[src/rtl/rtc_bus_txn_if.sv]
// Sequencer/RTC-side signal bundle for rtc_bus_txn.
// master = sequencer + RTC pins side, slave = the transaction block.
interface rtc_bus_txn_if;
    logic       start;
    logic       rw;
    logic [4:0] addr_idx;
    logic [7:0] wdata;
    logic [7:0] ad_in;
    logic [7:0] ad_out;
    logic       ad_oe;
    logic       cs_n;
    logic       rd_n;
    logic       wr_n;
    logic       a_d;
    logic [7:0] rdata;
    logic       busy;
    logic       final_wr;
    logic       err;

    modport master (
        output start, rw, addr_idx, wdata, ad_in,
        input  ad_out, ad_oe, cs_n, rd_n, wr_n, a_d, rdata, busy, final_wr, err
    );

    modport slave (
        input  start, rw, addr_idx, wdata, ad_in,
        output ad_out, ad_oe, cs_n, rd_n, wr_n, a_d, rdata, busy, final_wr, err
    );
endinterface

[src/rtl/rtc_bus_txn.sv]
// One multiplexed address/data RTC bus transaction per start, paced by T_PHASE.
// Optional macro RTC_RANGE_CHECK_EN: out-of-range addr_idx pulses err.
module rtc_bus_txn #(
    parameter int unsigned T_PHASE   = 4,
    parameter logic [7:0]  ADDR_BASE = 8'h21
) (
    input  logic         clk,
    input  logic         reset,
    rtc_bus_txn_if.slave bus
);

    localparam int unsigned CNT_W    = 4;
    localparam logic [CNT_W-1:0] CNT_LOAD = CNT_W'(T_PHASE - 1);
    localparam logic [4:0] IDX_MAX   = 5'd21;

    typedef enum logic [2:0] {
        S_IDLE,
        S_ADR_LO,
        S_ADR_HI,
        S_GAP,
        S_DAT_LO,
        S_DAT_HI,
        S_DONE
    } state_t;

    state_t           r_state, w_state_nxt;
    logic [CNT_W-1:0] r_cnt, w_cnt_nxt;
    logic             r_rw, w_rw_nxt;
    logic [4:0]       r_idx, w_idx_nxt;
    logic [7:0]       r_wdata, w_wdata_nxt;
    logic [7:0]       r_ad_out, w_ad_out_nxt;
    logic             r_ad_oe, w_ad_oe_nxt;
    logic             r_cs_n, w_cs_n_nxt;
    logic             r_rd_n, w_rd_n_nxt;
    logic             r_wr_n, w_wr_n_nxt;
    logic             r_a_d, w_a_d_nxt;
    logic [7:0]       r_rdata, w_rdata_nxt;
    logic             r_busy, w_busy_nxt;
    logic             r_final_wr, w_final_wr_nxt;
    logic             r_err, w_err_nxt;

    logic             w_legal;
    logic             w_phase_end;
    logic [7:0]       w_addr;

    assign w_legal     = (bus.addr_idx != 5'd0) && (bus.addr_idx <= IDX_MAX);
    assign w_phase_end = (r_cnt == '0);
    assign w_addr      = 8'(ADDR_BASE + 8'(r_idx) - 8'd1);

    // Next state, phase counter, field latches, and bus outputs decoded from the current state
    always_comb begin
        w_state_nxt    = r_state;
        w_cnt_nxt      = r_cnt;
        w_rw_nxt       = r_rw;
        w_idx_nxt      = r_idx;
        w_wdata_nxt    = r_wdata;
        w_ad_out_nxt   = r_ad_out;
        w_ad_oe_nxt    = 1'b0;
        w_cs_n_nxt     = 1'b1;
        w_rd_n_nxt     = 1'b1;
        w_wr_n_nxt     = 1'b1;
        w_a_d_nxt      = 1'b0;
        w_rdata_nxt    = r_rdata;
        w_busy_nxt     = (r_state != S_IDLE);
        w_final_wr_nxt = 1'b0;
        w_err_nxt      = 1'b0;

        case (r_state)
            S_IDLE: begin
                w_cnt_nxt = '0;
                if (bus.start) begin
                    if (w_legal) begin
                        w_state_nxt = S_ADR_LO;
                        w_cnt_nxt   = CNT_LOAD;
                        w_rw_nxt    = bus.rw;
                        w_idx_nxt   = bus.addr_idx;
                        w_wdata_nxt = bus.wdata;
                    end else begin
`ifdef RTC_RANGE_CHECK_EN
                        w_err_nxt = 1'b1;
`endif
                    end
                end
            end
            S_ADR_LO: begin
                w_cs_n_nxt   = 1'b0;
                w_wr_n_nxt   = 1'b0;
                w_ad_oe_nxt  = 1'b1;
                w_ad_out_nxt = w_addr;
                if (w_phase_end) begin
                    w_state_nxt = S_ADR_HI;
                    w_cnt_nxt   = CNT_LOAD;
                end else begin
                    w_cnt_nxt = r_cnt - 1'b1;
                end
            end
            S_ADR_HI: begin
                w_cs_n_nxt  = 1'b0;
                w_ad_oe_nxt = 1'b1;
                if (w_phase_end) begin
                    w_state_nxt = S_GAP;
                    w_cnt_nxt   = CNT_LOAD;
                end else begin
                    w_cnt_nxt = r_cnt - 1'b1;
                end
            end
            S_GAP: begin
                if (w_phase_end) begin
                    w_state_nxt = S_DAT_LO;
                    w_cnt_nxt   = CNT_LOAD;
                end else begin
                    w_cnt_nxt = r_cnt - 1'b1;
                end
            end
            S_DAT_LO: begin
                w_cs_n_nxt = 1'b0;
                w_a_d_nxt  = 1'b1;
                if (r_rw) begin
                    w_rd_n_nxt = 1'b0;
                end else begin
                    w_wr_n_nxt   = 1'b0;
                    w_ad_oe_nxt  = 1'b1;
                    w_ad_out_nxt = r_wdata;
                end
                if (w_phase_end) begin
                    // Read data is taken on the edge that leaves the strobe phase
                    if (r_rw) w_rdata_nxt = bus.ad_in;
                    w_state_nxt = S_DAT_HI;
                    w_cnt_nxt   = CNT_LOAD;
                end else begin
                    w_cnt_nxt = r_cnt - 1'b1;
                end
            end
            S_DAT_HI: begin
                w_cs_n_nxt  = 1'b0;
                w_a_d_nxt   = 1'b1;
                w_ad_oe_nxt = ~r_rw;
                if (w_phase_end) begin
                    w_state_nxt = S_DONE;
                    w_cnt_nxt   = '0;
                end else begin
                    w_cnt_nxt = r_cnt - 1'b1;
                end
            end
            S_DONE: begin
                w_final_wr_nxt = 1'b1;
                w_state_nxt    = S_IDLE;
                w_cnt_nxt      = '0;
            end
            default: begin
                w_state_nxt = S_IDLE;
                w_cnt_nxt   = '0;
            end
        endcase
    end

    // State and registered outputs
    always_ff @(posedge clk or posedge reset) begin
        if (reset) begin
            r_state    <= S_IDLE;
            r_cnt      <= '0;
            r_rw       <= 1'b0;
            r_idx      <= 5'd0;
            r_wdata    <= 8'd0;
            r_ad_out   <= 8'd0;
            r_ad_oe    <= 1'b0;
            r_cs_n     <= 1'b1;
            r_rd_n     <= 1'b1;
            r_wr_n     <= 1'b1;
            r_a_d      <= 1'b0;
            r_rdata    <= 8'd0;
            r_busy     <= 1'b0;
            r_final_wr <= 1'b0;
            r_err      <= 1'b0;
        end else begin
            r_state    <= w_state_nxt;
            r_cnt      <= w_cnt_nxt;
            r_rw       <= w_rw_nxt;
            r_idx      <= w_idx_nxt;
            r_wdata    <= w_wdata_nxt;
            r_ad_out   <= w_ad_out_nxt;
            r_ad_oe    <= w_ad_oe_nxt;
            r_cs_n     <= w_cs_n_nxt;
            r_rd_n     <= w_rd_n_nxt;
            r_wr_n     <= w_wr_n_nxt;
            r_a_d      <= w_a_d_nxt;
            r_rdata    <= w_rdata_nxt;
            r_busy     <= w_busy_nxt;
            r_final_wr <= w_final_wr_nxt;
            r_err      <= w_err_nxt;
        end
    end

    assign bus.ad_out   = r_ad_out;
    assign bus.ad_oe    = r_ad_oe;
    assign bus.cs_n     = r_cs_n;
    assign bus.rd_n     = r_rd_n;
    assign bus.wr_n     = r_wr_n;
    assign bus.a_d      = r_a_d;
    assign bus.rdata    = r_rdata;
    assign bus.busy     = r_busy;
    assign bus.final_wr = r_final_wr;
    assign bus.err      = r_err;

endmodule

[src/flat_wrapper.sv]
// flat-port wrapper written by rule: the top's interface ports become plain ports
module rtc_bus_txn_flat 
#(
    parameter int unsigned T_PHASE   = 4,
    parameter logic [7:0]  ADDR_BASE = 8'h21
)
  (clk, reset, bus_start, bus_rw, bus_addr_idx, bus_wdata, bus_ad_in, bus_ad_out, bus_ad_oe, bus_cs_n, bus_rd_n, bus_wr_n, bus_a_d, bus_rdata, bus_busy, bus_final_wr, bus_err);
  rtc_bus_txn_if bus_i ();
  input  logic clk;
  input  logic reset;
  input wire logic [$bits(bus_i.start)-1:0] bus_start;
  input wire logic [$bits(bus_i.rw)-1:0] bus_rw;
  input wire logic [$bits(bus_i.addr_idx)-1:0] bus_addr_idx;
  input wire logic [$bits(bus_i.wdata)-1:0] bus_wdata;
  input wire logic [$bits(bus_i.ad_in)-1:0] bus_ad_in;
  output wire logic [$bits(bus_i.ad_out)-1:0] bus_ad_out;
  output wire logic [$bits(bus_i.ad_oe)-1:0] bus_ad_oe;
  output wire logic [$bits(bus_i.cs_n)-1:0] bus_cs_n;
  output wire logic [$bits(bus_i.rd_n)-1:0] bus_rd_n;
  output wire logic [$bits(bus_i.wr_n)-1:0] bus_wr_n;
  output wire logic [$bits(bus_i.a_d)-1:0] bus_a_d;
  output wire logic [$bits(bus_i.rdata)-1:0] bus_rdata;
  output wire logic [$bits(bus_i.busy)-1:0] bus_busy;
  output wire logic [$bits(bus_i.final_wr)-1:0] bus_final_wr;
  output wire logic [$bits(bus_i.err)-1:0] bus_err;
  assign bus_i.start = bus_start;
  assign bus_i.rw = bus_rw;
  assign bus_i.addr_idx = bus_addr_idx;
  assign bus_i.wdata = bus_wdata;
  assign bus_i.ad_in = bus_ad_in;
  assign bus_ad_out = bus_i.ad_out;
  assign bus_ad_oe = bus_i.ad_oe;
  assign bus_cs_n = bus_i.cs_n;
  assign bus_rd_n = bus_i.rd_n;
  assign bus_wr_n = bus_i.wr_n;
  assign bus_a_d = bus_i.a_d;
  assign bus_rdata = bus_i.rdata;
  assign bus_busy = bus_i.busy;
  assign bus_final_wr = bus_i.final_wr;
  assign bus_err = bus_i.err;
  rtc_bus_txn #(.T_PHASE(T_PHASE), .ADDR_BASE(ADDR_BASE)) u_core (.clk(clk), .reset(reset), .bus(bus_i));
endmodule
[config.mk]
export PLATFORM = sky130hd
export DESIGN_NAME = rtc_bus_txn_flat
export DESIGN_NICKNAME = d
export VERILOG_FILES = /design/src/rtl/rtc_bus_txn_if.sv /design/src/rtl/rtc_bus_txn.sv /design/src/flat_wrapper.sv
export SDC_FILE = /design/constraint.sdc
export NUM_CORES = 1
export LEC_CHECK = 0
export ABC_AREA = 1
export BUFFER_PORTS_ARGS = -buffer_cell sky130_fd_sc_hd__buf_2
export CORE_UTILIZATION = 35
export DETAILED_ROUTE_END_ITERATION = 8
export PLACE_DENSITY = 0.55
export SLEW_MARGIN = 30
export SYNTH_ARGS = -nofsm -noshare
export SYNTH_HDL_FRONTEND = slang
export SYNTH_SLANG_ARGS = --single-unit
[constraint.sdc]
create_clock -name clk -period 4 [get_ports clk]
set_input_delay 0 -clock clk [delete_from_list [all_inputs] [get_ports clk]]
set_output_delay 0 -clock clk [all_outputs]
set_load 0.01 [all_outputs]
[Word-level counts from Yosys, hierarchy flattened]
Cells that the tools add are included.
W data, S select, Z words.
Word-level totals
  register bits: 44
  bits of input ports: 25
  output and inout port bits: 24
  logic and storage cells: 70
Operators by class
  add/subtract/negate cells: 3
  $lt $le $gt $ge: 1
  eq/ne operators: 14
  multiplexer cells: 23
  bitwise gates (word level): 1
  reductions and logical operators: 14
Operators by type and width (count)
  $mux W3: 7
  $pmux W3 S6: 1
  $pmux W8 S2: 1
  $mux W4: 3
  $ne A2 B1 Y1 const B: 6
  $pmux W4 S3: 1
  $eq A3 B3 Y1 const B: 3
  $mux W8: 1
  $reduce_or A4 Y1: 2
  $sub A8 B1 Y8 const B: 1
  $add A6 B5 Y7 const A: 1
  $reduce_and A7 Y1: 1
  $eq A3 B2 Y1 const B: 2
  $mux W1: 6
  $reduce_and A3 Y1: 2
  $le A5 B5 Y1 const B: 1
  $reduce_bool A5 Y1: 1
  $logic_not A4 Y1: 1
  $ne A2 B2 Y1 const B: 2
  $reduce_or A2 Y1: 2
  $sub A4 B1 Y4 const B: 1
  $eq A3 B1 Y1 const B: 1
  $logic_not A3 Y1: 1
  $pmux W1 S3: 1
  other kinds (7): 7

[Depth between registers and ports, before layout]
  depth after elaboration: 5
  gate-level depth with buffers: 11
  depth with buffers taken out: 10

[Least setup slack after synthesis]
Ideal clock, no wire load.
  path type: register to register
  start: reg u_core.r_state[1]
  end: reg u_core.r_ad_out[5], in the netlist u_core.bus.ad_out[5]
  setup time: 0.116 ns
  data arrival time: 1.259 ns
  required time: 3.884 ns
  slack: 2.625 ns
  stages on the path, launching flop included: 11
  path buffers: 2
  period minus slack after synthesis: 1.375 ns
  path through: dfrtp_1 > buf_6 > nor2_2 > inv_2 > nor2_8 > inv_2 > buf_2 > o21ai_0 > inv_1 > nand2_1 > nand2_1
Between the ends
  cells in the longest elaborated chain, start to end: 3
  elaborated cells between the ends (all ways): 6
RTL lines
  start: declaration: RTL line rtc_bus_txn.sv:26  | state_t r_state, w_state_nxt;
  start signal: assignment: RTL line rtc_bus_txn.sv:176  | r_state <= w_state_nxt;
  $eq A3 B3 Y1 or $eq A3 B1 Y1 (tied branches): RTL line rtc_bus_txn.sv:68  | case (r_state)
  $ne A2 B2 Y1 (no line) or $reduce_bool A2 Y1 (tied branches)
  $reduce_and A2 Y1 (no line)
  end signal: assignment: RTL line rtc_bus_txn.sv:181  | r_ad_out <= w_ad_out_nxt;
  end: declaration: RTL line rtc_bus_txn.sv:31  | logic [7:0] r_ad_out, w_ad_out_nxt;
Parallel ways exist; a longest one is shown, timed or not.
A chain may end at the register's enable or synchronous reset.

[Worst setup path in the final report]
  start: reg u_core.r_state[1]
  end: reg u_core.r_ad_out[6], in the netlist u_core.bus.ad_out[6]
Same word-level chain as after synthesis.

==> metrics.txt <==
outcome=finished, final reports clean; grt ovf=0; min-delay worst type=in -> reg; Worst slew margin=57.1%; final WL=4640 um; gpl congestion=0.748; DP HPWL=3210 um; drt pass-1 iters=4; chip height=around 80 um; crit path time final=1880 ps; vias in the first global route=1777; # DRC=0; worst skew pair latency=290 ps; Vias/cell=4.66; CP Data Arrival Time=between 2000 and 2500 ps; clk root buf=clkbuf_8; max_cap viols=0; CP required=4180 ps; fillers=548; Multi-input gate area=830 sq um; Netlist cell types=28; Starting Density=37.2%; final setup violation count=0; die area=6310 sq um; largest net degree at the start of global routing=45; Num CTS Buffers=5; Fmax=0.532 GHz; Syn Std Cell Area=2100 sq um; sequential share of the synthesized area=52.7%; Min Hold Slack=124 ps; part of the cycle the worst path needs=47.0%; mux cell area share after synthesis=4.29%; largest family of logic cells by synthesized area=simple AND/OR/NAND/NOR gates; TritonCTS clock tree=done; LEAKAGE=1.44 nW; Final nets=339; xor and xnor area share after synthesis=less than 1%; GRT Util Overall=between 15 and 20%; maximum fanout along the worst path=12; Syn Inst Count=242; Pwr Density=roughly 740 nW/um^2; layout cells sized above 1=between 20% and 30%; storage element area=1100 sq um; Core Footprint=5640 sq um; Area growth syn-to-layout=30.7%; RSZ-0062 raised after global routing=no; Routed wire per std cell=around 12 um; Mean Syn Cell Area=8.67 sq um; htree depth=2; Via Count=1793; ANT nets after route=0; Ant. Diodes=0; Compound-Gate Fraction of Synth Area=7.81%; Critical Path End Type=flop; setup total negative slack=0 ps; first-pass GRT wire length=~8000 um; Slew @ Worst Pin=approximately 640 ps; CP Launch Type=flop; number of antenna violations at the first check in global routing=0; Synth Warn #=0; Slew Viols, Final=0; Die Wd=79.4 um; Adder-Cell Fraction of Synth Area=0.596%; number of gates resized after cts=0; # port buffers=between 40 and 50; Clock Path Buffers=2; Final Hold Vio Count=0; Clock transition at path regs=about 80 ps; DP Area=roughly 2400 sq um; commonest cells after routing, fill and taps aside=nand2_1 (70), buf_2 (47), dfrtp_1 (41); design area=2740 sq um; worst vdd ir=0.423 mV; fraction of the mapped netlist area in simple logic gates=between 20% and 30%; #FFs+latches synth=between 40 and 50; critical path class=reg -> reg; syn nets=268; clock sinks=44; # rows=27; I/O pin cnt=49; clock skew=between 9 and 10 ps; number of DRC markers in iteration 0=67; most common cell after layout, fill and taps aside=nand2_1
-- area by class of cell --
cell class / count / area share [%]
Inverter: 29 / 3.97
Tap cell: 72 / 3.28
Clock inverter: 2 / 2.19
Multi-Input combinational cell: 161 / 30.2
Clock buffer: 5 / 2.51
Timing Repair Buffer: 72 / 17.5
Sequential cell: 44 / 40.3
-- metrics by stage --
step	util (%)	instances	setup slack (ps)	power (mW)
5_1_grt	48.6	385	1910	2.22
6_report	48.6	385	2120	2.02
3_3_place_gp	42.2	355	2210	1.62
3_5_place_dp	42.2	355	2110	1.62
4_1_cts	48.6	385	2090	2.05
2_1_floorplan	-	242	2620	1.40
-- worst max-delay path: stages (launching register included) --
cell and delay (ps):
dfrtp_1 460, nor2_2 150, inv_2 70, nor2_8 150, inv_2 130, o21ai_2 420
inv_1 210, nand2_1 100, o21ai_1 70
-- per-layer routing --
| metal | routed length, um | global-route usage (%) |
|---|---|---|
| met1 | 2160 | 21.0 |
| met2 | 2180 | 27.4 |
| met3 | 253 | 3.77 |
| met4 | 47 | 4.36 |
| met5 | 0 | 0 |
-- state kept, by name, indices dropped and copies added (netlist names) --
| name | count |
|---|---|
| u_core.bus.busy | 1 |
| u_core.bus.rdata | 8 |
| u_core.r_wdata | 8 |
| u_core.bus.ad_oe | 1 |
| u_core.bus.ad_out | 8 |
| u_core.bus.rd_n | 1 |
| u_core.r_idx | 5 |
| u_core.r_state | 3 |
| u_core.r_rw | 1 |
| u_core.r_cnt | 4 |
| u_core.bus.wr_n | 1 |
| u_core.bus.a_d | 1 |
| u_core.bus.final_wr | 1 |
| u_core.bus.cs_n | 1 |
-- report_power, final --
part	total (mW)	leakage, nW	internal, mW	switching, mW
combinational	0.831	0.832	0.331	0.500
clock	0.395	0.0642	0.246	0.149
sequential	0.798	0.539	0.647	0.151
total	2.02	1.44	1.22	0.800
-- cell usage after synthesis, drive strengths merged --
master / instances / area, sq um
nand2: 72 / 275
dfrtp: 41 / 1030
inv: 29 / 109
nand3: 27 / 140
o21ai: 18 / 105
nor2: 17 / 95.1
buf: 8 / 55.1
mux2: 8 / 90.1
nand4: 4 / 25.0
a31oi: 3 / 18.8
dfstp: 3 / 78.8
nor3: 3 / 15.0
o211ai: 3 / 22.5
a21oi: 2 / 10.0
conb: 1 / 3.75
ha: 1 / 12.5
o21bai: 1 / 7.51
xor2: 1 / 8.76
-- repair_timing --
action / 4_1_cts / 5_1_grt
hold buffers: 23 / 0
buffers inserted: 0 / 0
endpoints found under the hold margin: 63 / 0
-- final timing paths --
path,from,to,slack [ps],cells past startpoint
min in group asynchronous,reset,u_core.r_idx[2]$_DFFE_PP0P_,370,4
max in group asynchronous,reset,u_core.bus.cs_n$_DFF_PP1_,3220,4
worst min register to register,u_core.r_wdata[1]$_DFFE_PP0P_,u_core.r_wdata[1]$_DFFE_PP0P_,480,2
worst max register to register,u_core.r_state[1]$_DFFE_PP0P_,u_core.bus.ad_out[6]$_DFFE_PP0P_,2120,8
worst min-delay path,bus_start,u_core.r_wdata[1]$_DFFE_PP0P_,120,5
worst max-delay path,u_core.r_state[1]$_DFFE_PP0P_,u_core.bus.ad_out[6]$_DFFE_PP0P_,2120,8
-- cells by family (layout without fill, tap and decap cells) --
kind of cell,count (synthesis),in the layout
muxes,8,8
adders and majority gates,1,1
buffers and inverters,37,108
other,1,1
and+or+nand+nor,123,123
xor gates and xnor gates,1,1
DFF,44,44
AOI/OAI and AO/OA,27,27
(Power assumes the default switching activity.)
